--- src/rtl/elastic_stage_register_pkg.sv ---
// Shared RV32I pipeline types: control word layout, the NOP control word used to
// build pipeline bubbles, and the occupancy encoding of an elastic stage.
package rv32i_types;

  typedef enum logic [1:0] {
    PCMUX_PC_PLUS4 = 2'b00,
    PCMUX_ALU_OUT  = 2'b01,
    PCMUX_ALU_MOD2 = 2'b10
  } pcmux_sel_t;

  typedef enum logic [2:0] {
    ALU_ADD = 3'b000,
    ALU_SLL = 3'b001,
    ALU_SRA = 3'b010,
    ALU_SUB = 3'b011,
    ALU_XOR = 3'b100,
    ALU_SRL = 3'b101,
    ALU_OR  = 3'b110,
    ALU_AND = 3'b111
  } alu_ops_t;

  typedef struct packed {
    pcmux_sel_t pcmux_sel;
    alu_ops_t   aluop;
    logic       branch;
    logic       mem_read;
    logic       mem_write;
    logic       regfile_write;
  } ctrl_word_t;

  localparam int CTRL_W = $bits(ctrl_word_t);

  // Encodes to all zeros, so a zero-extended NOP doubles as an all-zero bubble.
  localparam ctrl_word_t CTRL_NOP = '{
    pcmux_sel:     PCMUX_PC_PLUS4,
    aluop:         ALU_ADD,
    branch:        1'b0,
    mem_read:      1'b0,
    mem_write:     1'b0,
    regfile_write: 1'b0
  };

  typedef enum logic [1:0] {
    EMPTY   = 2'd0,
    FULL    = 2'd1,
    SKIDDED = 2'd2
  } stage_occ_t;

  function automatic logic [1:0] occ_count(stage_occ_t s);
    return 2'(s);
  endfunction

endpackage

--- src/rtl/elastic_stage_register_sat_counter.sv ---
// Saturating up-counter with synchronous reset and clear; holds at all-ones.
module sat_counter #(
  parameter int CNT_W = 16
) (
  input  logic             clk,
  input  logic             rst,
  input  logic             clr,
  input  logic             inc,
  output logic [CNT_W-1:0] cnt
);

  localparam logic [CNT_W-1:0] CNT_MAX = '1;

  always_ff @(posedge clk) begin
    if (rst || clr) begin
      cnt <= '0;
    end else if (inc && (cnt != CNT_MAX)) begin
      cnt <= cnt + CNT_W'(1);
    end
  end

endmodule

--- src/rtl/elastic_stage_register.sv ---
// Elastic pipeline stage: valid/ready on both sides, optional skid entry for a
// registered in_ready, flush-to-bubble and a saturating stall counter.
module elastic_stage_register
  import rv32i_types::*;
#(
  parameter int               WIDTH  = 128,
  parameter int               SKID   = 1,
  parameter logic [WIDTH-1:0] BUBBLE = WIDTH'(CTRL_NOP),
  parameter int               CNT_W  = 16
) (
  input  logic             clk,
  input  logic             rst,
  input  logic             flush,
  input  logic             in_valid,
  output logic             in_ready,
  input  logic [WIDTH-1:0] in_data,
  output logic             out_valid,
  input  logic             out_ready,
  output logic [WIDTH-1:0] out_data,
  output logic [1:0]       occupancy,
  output logic [CNT_W-1:0] stall_cnt
);

  stage_occ_t       state_q, state_d;
  logic [WIDTH-1:0] main_q;
  logic [WIDTH-1:0] skid_data;
  logic             in_xfer, out_xfer;
  logic             load_main_in, load_main_skid, load_skid;

  assign out_valid = (state_q != EMPTY);
  assign out_data  = out_valid ? main_q : BUBBLE;
  assign occupancy = occ_count(state_q);
  assign in_xfer   = in_valid && in_ready;
  assign out_xfer  = out_valid && out_ready;

  // NOTE: every output of this block gets a default before the case so no path
  // leaves a variable unassigned, which would otherwise infer a latch.
  always_comb begin
    state_d        = state_q;
    load_main_in   = 1'b0;
    load_main_skid = 1'b0;
    load_skid      = 1'b0;
    unique case (state_q)
      EMPTY: begin
        if (in_xfer) begin
          state_d      = FULL;
          load_main_in = 1'b1;
        end
      end
      FULL: begin
        if (in_xfer && out_xfer) begin
          load_main_in = 1'b1;
        end else if (in_xfer && (SKID != 0)) begin
          state_d   = SKIDDED;
          load_skid = 1'b1;
        end else if (out_xfer) begin
          state_d = EMPTY;
        end
      end
      SKIDDED: begin
        if (out_xfer) begin
          state_d        = FULL;
          load_main_skid = 1'b1;
        end
      end
      default: state_d = EMPTY;
    endcase
    // A flush drops any same-cycle input; downstream still takes its transfer.
    if (flush) begin
      state_d        = EMPTY;
      load_main_in   = 1'b0;
      load_main_skid = 1'b0;
      load_skid      = 1'b0;
    end
  end

  // NOTE: sequential state uses non-blocking assignments so every register
  // samples pre-edge values regardless of process ordering.
  always_ff @(posedge clk) begin
    if (rst) begin
      state_q <= EMPTY;
    end else begin
      state_q <= state_d;
    end
  end

  // NOTE: payload storage is reset to the bubble so a squashed entry never holds
  // stale side-effect bits; in_data is captured only on an accepted transfer.
  always_ff @(posedge clk) begin
    if (rst || flush) begin
      main_q <= BUBBLE;
    end else if (load_main_in) begin
      main_q <= in_data;
    end else if (load_main_skid) begin
      main_q <= skid_data;
    end
  end

  generate
    if (SKID != 0) begin : g_skid
      logic [WIDTH-1:0] skid_q;
      logic             in_ready_q;

      always_ff @(posedge clk) begin
        if (rst || flush) begin
          skid_q <= BUBBLE;
        end else if (load_skid) begin
          skid_q <= in_data;
        end
      end

      // Registered ready: look ahead at next occupancy, never at out_ready.
      always_ff @(posedge clk) begin
        if (rst) begin
          in_ready_q <= 1'b1;
        end else begin
          in_ready_q <= (state_d != SKIDDED);
        end
      end

      assign skid_data = skid_q;
      assign in_ready  = in_ready_q;
    end else begin : g_noskid
      assign skid_data = BUBBLE;
      assign in_ready  = !out_valid || out_ready;
    end
  endgenerate

  sat_counter #(
    .CNT_W(CNT_W)
  ) u_stall_cnt (
    .clk(clk),
    .rst(rst),
    .clr(1'b0),
    .inc(out_valid && !out_ready),
    .cnt(stall_cnt)
  );

  a_no_accept_when_skidded: assert property (
    @(posedge clk) disable iff (rst) (state_q == SKIDDED) |-> !in_ready
  );

  a_single_entry_without_skid: assert property (
    @(posedge clk) disable iff (rst) (SKID == 0) |-> (state_q != SKIDDED)
  );

endmodule

--- config.mk ---
export PLATFORM = sky130hd
export DESIGN_NAME = elastic_stage_register
export DESIGN_NICKNAME = d
export VERILOG_FILES = /design/src/rtl/elastic_stage_register_pkg.sv /design/src/rtl/elastic_stage_register_sat_counter.sv /design/src/rtl/elastic_stage_register.sv
export SDC_FILE = /design/constraint.sdc
export NUM_CORES = 1
export LEC_CHECK = 0
export ABC_AREA = 0
export BUFFER_PORTS_ARGS = -buffer_cell sky130_fd_sc_hd__clkbuf_2
export CAP_MARGIN = 10
export CORE_ASPECT_RATIO = 2
export CORE_MARGIN = 10
export CORE_UTILIZATION = 53
export DETAILED_ROUTE_END_ITERATION = 8
export GPL_TIMING_DRIVEN = 0
export MAX_ROUTING_LAYER = met4
export PLACE_DENSITY_LB_ADDON = 0.25
export SYNTH_ARGS = -nofsm -noshare
export SYNTH_HDL_FRONTEND = slang
export SYNTH_SLANG_ARGS = --single-unit
--- constraint.sdc ---
create_clock -name clk -period 2.4 [get_ports clk]
set_input_delay 0.48 -clock clk [delete_from_list [all_inputs] [get_ports clk]]
set_output_delay 0.48 -clock clk [all_outputs]
set_load 0.005 [all_outputs]
==> qor.csv, run 1 <==
stage;metric;value;unit
status;outcome;completed;
place;detailed_place_hpwl;27.3;mm
global_routing;grtUsageTotal;23.4;%
worst_setup_path;worstPathRequired;1.92;ns
clock_tree;cts_buffer_count;24;
power;fin_total_pwr;9.22;mW
synthesis;post_synth_instance_area;0.0125;mm²
detailed_routing;wl;36.1;mm
worst_setup_path;worst_reg2reg_path_depth;7;
place;postPlaceCellArea;0.0142;mm²
detailed_routing;drt_pre_antenna_iters;7;
global_routing;groute.layer.met3.usage;4.05;%
layout;layout.cells.most_common;sky130_fd_sc_hd__clkbuf_2;
global_routing;grt_util_met2;42.2;%
synthesis;synth.yosys.seq_area_share;44.2;%
layout;final_nets;1820;
layout;multiInputGateArea;0.00631;mm²
global_routing;grt_util_met1;23.1;%
timing;worst-slew-pin-transition;0.795;ns
layout;layout-drive-gt1-share;31.0;%
die;placeableCoreArea;0.0232;mm²
die;rows;79;
power;power.share.combinational;8.4;%
clock_tree;h-tree-depth;1;
clock_tree;max-clock-path-buffers;3;
layout;number_of_fill_cells_in_the_layout;1999;
global_routing;wire_length_of_the_first_global_routing_pass;57.4;mm
synthesis;gate_count_post_synth;1381;
timing;report.final.hold_viol_count;0;
global_routing;gr_busiest_metal;met2;
clock_tree;clkTransAtPathRegs;0.07;ns
die;initial_utilization;53.6;%
timing;grt_setup_unrepaired;no;
place;routabilityCongestion;0.848;
clock_tree;post_cts_buffers;0;
layout;layout.area.seq;0.00551;mm²
synthesis;cell_types_with_the_largest_area_share_after_synthesis;sky130_fd_sc_hd__dfxtp_1 (44%), sky130_fd_sc_hd__a211oi_2 (12%), sky130_fd_sc_hd__mux2i_1 (11%);
clock_tree;tritoncts_clock_tree;built;
synthesis;synth_top_area_cell;sky130_fd_sc_hd__dfxtp_1;
die;ioPinCount;281;
worst_hold_path;hold_path.startpoint;in_data[126];
layout;commonest_cells_after_routing_fill_and_taps_aside;sky130_fd_sc_hd__clkbuf_2 (285), sky130_fd_sc_hd__dfxtp_1 (273), sky130_fd_sc_hd__nand2_1 (264);
worst_hold_path;min_to;g_skid.skid_q[126];
power;pwr-share-seq;50.9;%
worst_hold_path;holdPathStages;3;
power;net-switching-power;2.22;mW
detailed_routing;num_vias;10900;
worst_setup_path;cp_data_arrival_time;1.87;ns
die;die_boundary_width;128;µm
detailed_routing;route.detailed.wl_per_inst;18.2;µm
power;sw_frac_of_total;24.1;%
global_routing;grt_remaining_overflow;0;
die;dieHeight;237;µm
global_routing;grt_start_max_net_pins;16;
clock_tree;clock_sink_count;275;
timing;final.period_utilization;97.9;%
job;timing.max_cap.violations;0;
timing;final_tns_setup;0;ns
worst_setup_path;critical_path.cell_chain;or2_4 -> clkbuf_16 -> clkbuf_8 -> and2_1 -> clkbuf_2;
worst_setup_path;critical-path-max-stage-delay;0.38;ns
worst_setup_path;slowest_stage_cell_cp;sky130_fd_sc_hd__dfxtp_4;
worst_setup_path;critPathKind;reg2out;
layout;final_cell_area;0.0151;mm²
detailed_routing;post_drt_via_cell_ratio;5.47;
worst_setup_path;start_kind;flip-flop;
layout;final_cells;1984;
detailed_routing;count_of_antenna_violating_nets_left_after_detailed_routing;0;
synthesis;synth_top_area_share;44.2;%
worst_setup_path;critical_path_peak_fanout;11;
timing;finalClockSkew;0.0125;ns
timing;finalCriticalPeriod;2.35;ns
power;power_report.internal_total;6.99;mW
layout;area_growth;20.8;%
worst_setup_path;reg2reg_from;occupancy[0];
worst_setup_path;cp-end-kind;primary output;
power;power-per-cell-area;612;mW/mm²
detailed_routing;drtIter0Drc;442;
synthesis;post_synth_num_cell_types;35;
timing;setup_viol_count_final;0;
synthesis;synthesis_stage_register_bit_count;275;
synthesis;postSynthAreaPerCell;9.02;µm²
clock_tree;clk-insertion-delay-late;0.53;ns
timing;final_count_of_pins_violating_max_slew;0;
global_routing;first_global_vias;11400;
power;pwr-share-clk;40.7;%
power;max-vdd-ir-drop;0.763;mV
place;place.port_buffers;279;
global_routing;initial_antenna_violation_count;1;
synthesis;synth.yosys.warnings;0;
timing;fmaxAchievable;426;MHz
clock_tree;root_buffer;sky130_fd_sc_hd__clkbuf_16;
place;number_of_cells_after_detailed_placement;1943;
timing;maxSlewHeadroom;47.0;%
worst_setup_path;critical_path.reg2reg.endpoint;main_q[36];
die;dieArea;0.0304;mm²
worst_setup_path;r2r_setup_slack;0.30;ns
detailed_routing;post-route-drc-count;0;
synthesis;postSynthNetCount;1515;
power;static-leakage-power;5.53;nW
worst_hold_path;worst_hold_path_type;in2reg;
-- worst max-delay path, delay by kind of cell, from the launching register on --
kind                   cells  cell delay [ns]
buffers and inverters      3             0.48
DFF                        1             0.38
and+or+nand+nor            2             0.47
-- synth_stat cells --
master and number:
sky130_fd_sc_hd__nand3_1 5, sky130_fd_sc_hd__o21ai_0 5, sky130_fd_sc_hd__xor2_1 1, sky130_fd_sc_hd__a211oi_2 120, sky130_fd_sc_hd__nor2b_1 1, sky130_fd_sc_hd__mux2i_1 131, sky130_fd_sc_hd__buf_6 14, sky130_fd_sc_hd__o211ai_1 1
sky130_fd_sc_hd__o21ba_2 1, sky130_fd_sc_hd__o41ai_4 1, sky130_fd_sc_hd__o31ai_1 8, sky130_fd_sc_hd__nor2_1 132, sky130_fd_sc_hd__buf_2 58, sky130_fd_sc_hd__inv_1 3, sky130_fd_sc_hd__or4_1 9, sky130_fd_sc_hd__o21bai_1 1
sky130_fd_sc_hd__nand2_1 264, sky130_fd_sc_hd__a21o_1 1, sky130_fd_sc_hd__or2_2 2, sky130_fd_sc_hd__and4_1 1, sky130_fd_sc_hd__nor4b_1 2, sky130_fd_sc_hd__clkbuf_1 45, sky130_fd_sc_hd__nor3_1 1, sky130_fd_sc_hd__ha_1 1
sky130_fd_sc_hd__or3_1 6, sky130_fd_sc_hd__nand4_1 5, sky130_fd_sc_hd__or4b_1 1, sky130_fd_sc_hd__and3_1 2, sky130_fd_sc_hd__a21oi_1 142, sky130_fd_sc_hd__nor4_2 1, sky130_fd_sc_hd__and2_1 130, sky130_fd_sc_hd__dfxtp_1 275
sky130_fd_sc_hd__buf_4 2, sky130_fd_sc_hd__a211oi_1 8, sky130_fd_sc_hd__and4bb_1 1
-- per-stage QoR --
stage / util, % / worst slack (ns) / hold slack (ns)
after global placement: 61.2 / -0.398 / 0.441
after global routing: 64.8 / 0.00644 / 0.183
after detailed placement: 61.2 / -0.397 / 0.447
after CTS: 64.8 / 0.0188 / 0.165
final: 64.8 / 0.0504 / 0.182
after floorplan: - / 0.588 / 0.436
-- flip-flops by register name, summed over array words and instances (netlist names) --
signal and count:
main_q 128, in_ready 1, u_stall_cnt.cnt 16, g_skid.skid_q 128, occupancy 2
-- worst max path at each step --
stage	endpoint	depth (start not counted)	slack [ns]	from
after floorplan	u_stall_cnt.cnt[1]	7	0.59	u_stall_cnt.cnt[0]
after global placement	out_data[34]	6	-0.40	occupancy[1]
after detailed placement	out_data[34]	6	-0.40	occupancy[1]
after CTS	out_data[34]	5	0.02	occupancy[0]
after global routing	out_data[80]	5	0.006	occupancy[1]
final	out_data[34]	5	0.05	occupancy[1]
-- routing by layer --
layer / vias to the layer above / wire, µm / part of all wire [%]
li1: 5306 / - / -
met1: 5105 / 13200 / 36
met2: 337 / 19200 / 53
met3: 105 / 1980 / 5.5
met4: 0 / 1790 / 4.9
met5: - / 0 / 0
-- logic make-up (layout without fill, tap and decap cells) --
family / Yosys count / count (layout) / share of synthesized area [%]
AOI/OAI and AO/OA: 288 / 288 / 19.4
xor gates and xnor gates: 1 / 1 / 0.0703
adders and majority gates: 1 / 1 / 0.100
buffers and inverters: 122 / 441 / 5.16
DFF: 275 / 275 / 44.2
muxes: 131 / 131 / 10.5
other: 0 / 1 / 0
and+or+nand+nor: 563 / 563 / 20.5
-- what timing repair did --
| item | in CTS | in global routing |
|---|---|---|
| endpoints found under the setup margin | 125 | 80 |
| gates cloned | 1 | 0 |
| hold buffers | 0 | 0 |
| resized for setup | 31 | 2 |
| pin swaps | 1 | 0 |
-- power by group through the flow --
stage	combinational, mW	sequential, mW	clock, mW
2_1_floorplan	0.442	4.77	0
4_1_cts	0.783	4.69	3.80
5_1_grt	0.846	4.69	3.97
6_report	0.779	4.69	3.75
3_3_place_gp	0.744	4.79	0
3_5_place_dp	0.758	4.79	0
-- area by class of cell --
class                   instances  share of cell area, %
diodes                          1                 0.0166
plain buffers                 118                   4.74
clock buffers                  37                   4.79
clock inverters                 3                  0.125
inverters                       3                 0.0748
multi-input cells             984                   41.9
flip-flops and latches        275                   36.6
well taps                     283                   2.35
repair buffers                280                   9.37
No activity file was read; power rests on OpenSTA's default activity.
==> run 2: changes to the inputs <==
- BUFFER_PORTS_ARGS: -buffer_cell sky130_fd_sc_hd__clkbuf_2 -> -buffer_cell sky130_fd_sc_hd__buf_2
==> run 2 against run 1 <==
Count of clock-buffer cells in the layout is 1 higher. Sequential power is essentially flat. Flip-flop and latch count stayed put. Largest cell class unchanged. Setup slack lost 0.0060 ns. Combinational power fell by 0.5%. Non-clock buffer count grew 2. Clock skew down 0.0025 ns. Routed wire length is 1.6% higher. Cell count is 0.35% higher.
==> qor.csv, run 2 (same netlist as run 1, synthesis figures left out) <==
stage;metric;value;unit;change
clock_tree;root_buffer;sky130_fd_sc_hd__clkbuf_16;;unchanged
global_routing;grt_remaining_overflow;0;;unchanged
worst_setup_path;r2r_setup_slack;0.32;ns;was 0.30 ns
worst_setup_path;crit_family;buffers and inverters;;unchanged
worst_setup_path;slowest_stage_cell_cp;sky130_fd_sc_hd__dfxtp_4;;unchanged
worst_setup_path;cp_num_buf_inv;3;;unchanged
place;routabilityCongestion;0.846;;was 0.848
detailed_routing;post_drt_via_cell_ratio;5.51;;was 5.47
die;die_boundary_width;128;µm;unchanged
timing;final.period_utilization;98.2;%;was 97.9%
layout;layout.area.seq;0.00551;mm²;unchanged
detailed_routing;count_of_antenna_violating_nets_left_after_detailed_routing;0;;unchanged
place;place.port_buffers;279;;unchanged
detailed_routing;num_vias;11000;;was 10.9k
detailed_routing;drt_pre_antenna_iters;5;;was 7
worst_hold_path;min_to;g_skid.skid_q[92];;was g_skid.skid_q[126]
clock_tree;cts_buffer_count;25;;was 24
status;outcome;completed;;unchanged
timing;finalClockSkew;0.0100;ns;was 0.0125 ns
clock_tree;tritoncts_clock_tree;built;;unchanged
timing;fmaxAchievable;425;MHz;was 426 MHz
worst_hold_path;hold_path.startpoint;in_data[92];;was in_data[126]
power;max-vdd-ir-drop;0.574;mV;was 0.763 mV
worst_hold_path;holdPathStages;3;;unchanged
worst_setup_path;critical-path-max-stage-delay;0.36;ns;was 0.38 ns
worst_setup_path;reg2reg_from;u_stall_cnt.cnt[0];;was occupancy[0]
layout;area_growth;21.1;%;was 20.8%
global_routing;grt_start_max_net_pins;15;;was 16
clock_tree;clock_sink_count;275;;unchanged
place;detailed_place_hpwl;27.5;mm;was 27.3 mm
layout;number_of_fill_cells_in_the_layout;1997;;was 1,999
layout;layout-drive-gt1-share;31.1;%;was 31.0%
die;initial_utilization;53.6;%;unchanged
power;static-leakage-power;5.65;nW;was 5.53 nW
detailed_routing;route.detailed.wl_per_inst;18.4;µm;was 18.2 µm
layout;commonest_cells_after_routing_fill_and_taps_aside;sky130_fd_sc_hd__buf_2 (338), sky130_fd_sc_hd__dfxtp_1 (273), sky130_fd_sc_hd__nand2_1 (264);;was sky130_fd_sc_hd__clkbuf_2 (285), sky130_fd_sc_hd__dfxtp_1 (273), sky130_fd_sc_hd__nand2_1 (264)
timing;report.final.hold_viol_count;0;;unchanged
timing;final.hold.worst_slack;0.195;ns;was 0.182 ns
power;fin_total_pwr;9.33;mW;was 9.22 mW
timing;worst-slew-pin-transition;0.784;ns;was 0.795 ns
layout;multiInputGateArea;0.00631;mm²;about the same
die;dieHeight;237;µm;unchanged
die;placeableCoreArea;0.0232;mm²;unchanged
die;rows;79;;unchanged
worst_setup_path;cp-end-kind;primary output;;unchanged
global_routing;first_global_vias;11400;;about the same
timing;finalCriticalPeriod;2.36;ns;was 2.35 ns
global_routing;initial_antenna_violation_count;3;;was 1
worst_setup_path;worstPathRequired;1.92;ns;about the same
timing;post-route-worst-setup-slack;0.0443;ns;was 0.0504 ns
global_routing;grtUsageTotal;23.5;%;was 23.4%
detailed_routing;drtIter0Drc;532;;was 442
worst_setup_path;cp_data_arrival_time;1.88;ns;was 1.87 ns
timing;final_count_of_pins_violating_max_slew;0;;unchanged
worst_setup_path;worst_reg2reg_path_depth;7;;unchanged
clock_tree;max-clock-path-buffers;3;;unchanged
layout;layout.cells.most_common;sky130_fd_sc_hd__buf_2;;was sky130_fd_sc_hd__clkbuf_2
worst_setup_path;start_kind;flip-flop;;unchanged
timing;setup_viol_count_final;0;;unchanged
power;power-per-cell-area;619;mW/mm²;was 612 mW/mm²
clock_tree;h-tree-depth;1;;unchanged
worst_setup_path;critical_path.cell_chain;or2_4 -> clkbuf_16 -> clkbuf_8 -> and2_1 -> buf_2;;was or2_4 -> clkbuf_16 -> clkbuf_8 -> and2_1 -> clkbuf_2
detailed_routing;wl;36.7;mm;was 36.1 mm
clock_tree;clkTransAtPathRegs;0.07;ns;about the same
clock_tree;clk-insertion-delay-late;0.53;ns;about the same
layout;layout.core_utilization;65.0;%;was 64.8%
detailed_routing;post-route-drc-count;0;;unchanged
die;dieArea;0.0304;mm²;unchanged
job;timing.max_cap.violations;0;;unchanged
worst_setup_path;critical_path.reg2reg.endpoint;u_stall_cnt.cnt[1];;was main_q[36]
global_routing;wire_length_of_the_first_global_routing_pass;57.5;mm;was 57.4 mm
worst_setup_path;critical_path_peak_fanout;10;;was 11
timing;maxSlewHeadroom;47.7;%;was 47.0%
worst_setup_path;critPathKind;reg2out;;unchanged
layout;reg.largest.list;g_skid.skid_q (128), main_q (128), u_stall_cnt.cnt (16);;unchanged
layout;final_nets;1823;;was 1,820
worst_hold_path;worst_hold_path_type;in2reg;;unchanged
place;post-place-ws;-0.388;ns;was -0.397 ns
die;ioPinCount;281;;unchanged
timing;grt_setup_unrepaired;no;;unchanged
run 2: per-stage QoR:
stage                     cell area (µm²)  TNS, ns  std cells
after floorplan                     12500        0       1381
after global placement              14200   -16.37       1943
after detailed placement            14200   -18.16       1943
after CTS                           15000        0       1984
after global routing                15100        0       1990
final                               15100        0       1991
run 2: how the worst max path moves through the flow:
stage	from	to	slack [ns]	depth (start not counted)
5_1_grt	occupancy[0]	out_data[34]	0.02	5
3_5_place_dp	occupancy[1]	out_data[34]	-0.39	6
6_report	occupancy[1]	out_data[34]	0.04	5
2_1_floorplan	u_stall_cnt.cnt[0]	u_stall_cnt.cnt[1]	0.59	7
4_1_cts	occupancy[0]	out_data[23]	0.0008	5
3_3_place_gp	occupancy[1]	out_data[34]	-0.38	6
run 2: per-layer routing:
layer	GRT usage [%]	vias up	wire length [µm]
li1	-	5303	-
met1	23.1	5211	13200
met2	42.6	341	19600
met3	3.69	113	2050
met4	12.5	0	1860
met5	-	-	0
run 2: where the power goes:
group,leakage (nW),internal [mW],total [mW],switching (mW)
clock,0.376,2.17,3.87,1.69
combinational,3.05,0.289,0.775,0.486
sequential,2.23,4.64,4.69,0.0448
total,5.65,7.11,9.33,2.22
run 2: final cells by class:
cell class	instances	share of cell area (%)
flip-flops and latches	275	36.5
multi-input cells	984	41.8
plain buffers	118	4.62
inverters	3	0.0746
repair buffers	282	9.40
clock inverters	4	0.315
diodes	4	0.0663
clock buffers	38	4.80
well taps	283	2.35
run 2: what timing repair did:
item	4_1_cts	5_1_grt
resized for setup	25	10
setup endpoints to repair	128	65
buffers inserted	0	3
hold buffers	0	0
run 2: worst reg2reg max path, stage by stage (launching register included):
cell and delay, ns:
sky130_fd_sc_hd__dfxtp_1 0.38, sky130_fd_sc_hd__ha_1 0.22, sky130_fd_sc_hd__nand4_1 0.17, sky130_fd_sc_hd__buf_2 0.23, sky130_fd_sc_hd__o41ai_4 0.47, sky130_fd_sc_hd__buf_4 0.25, sky130_fd_sc_hd__mux2i_1 0.19, sky130_fd_sc_hd__nor2_1 0.05
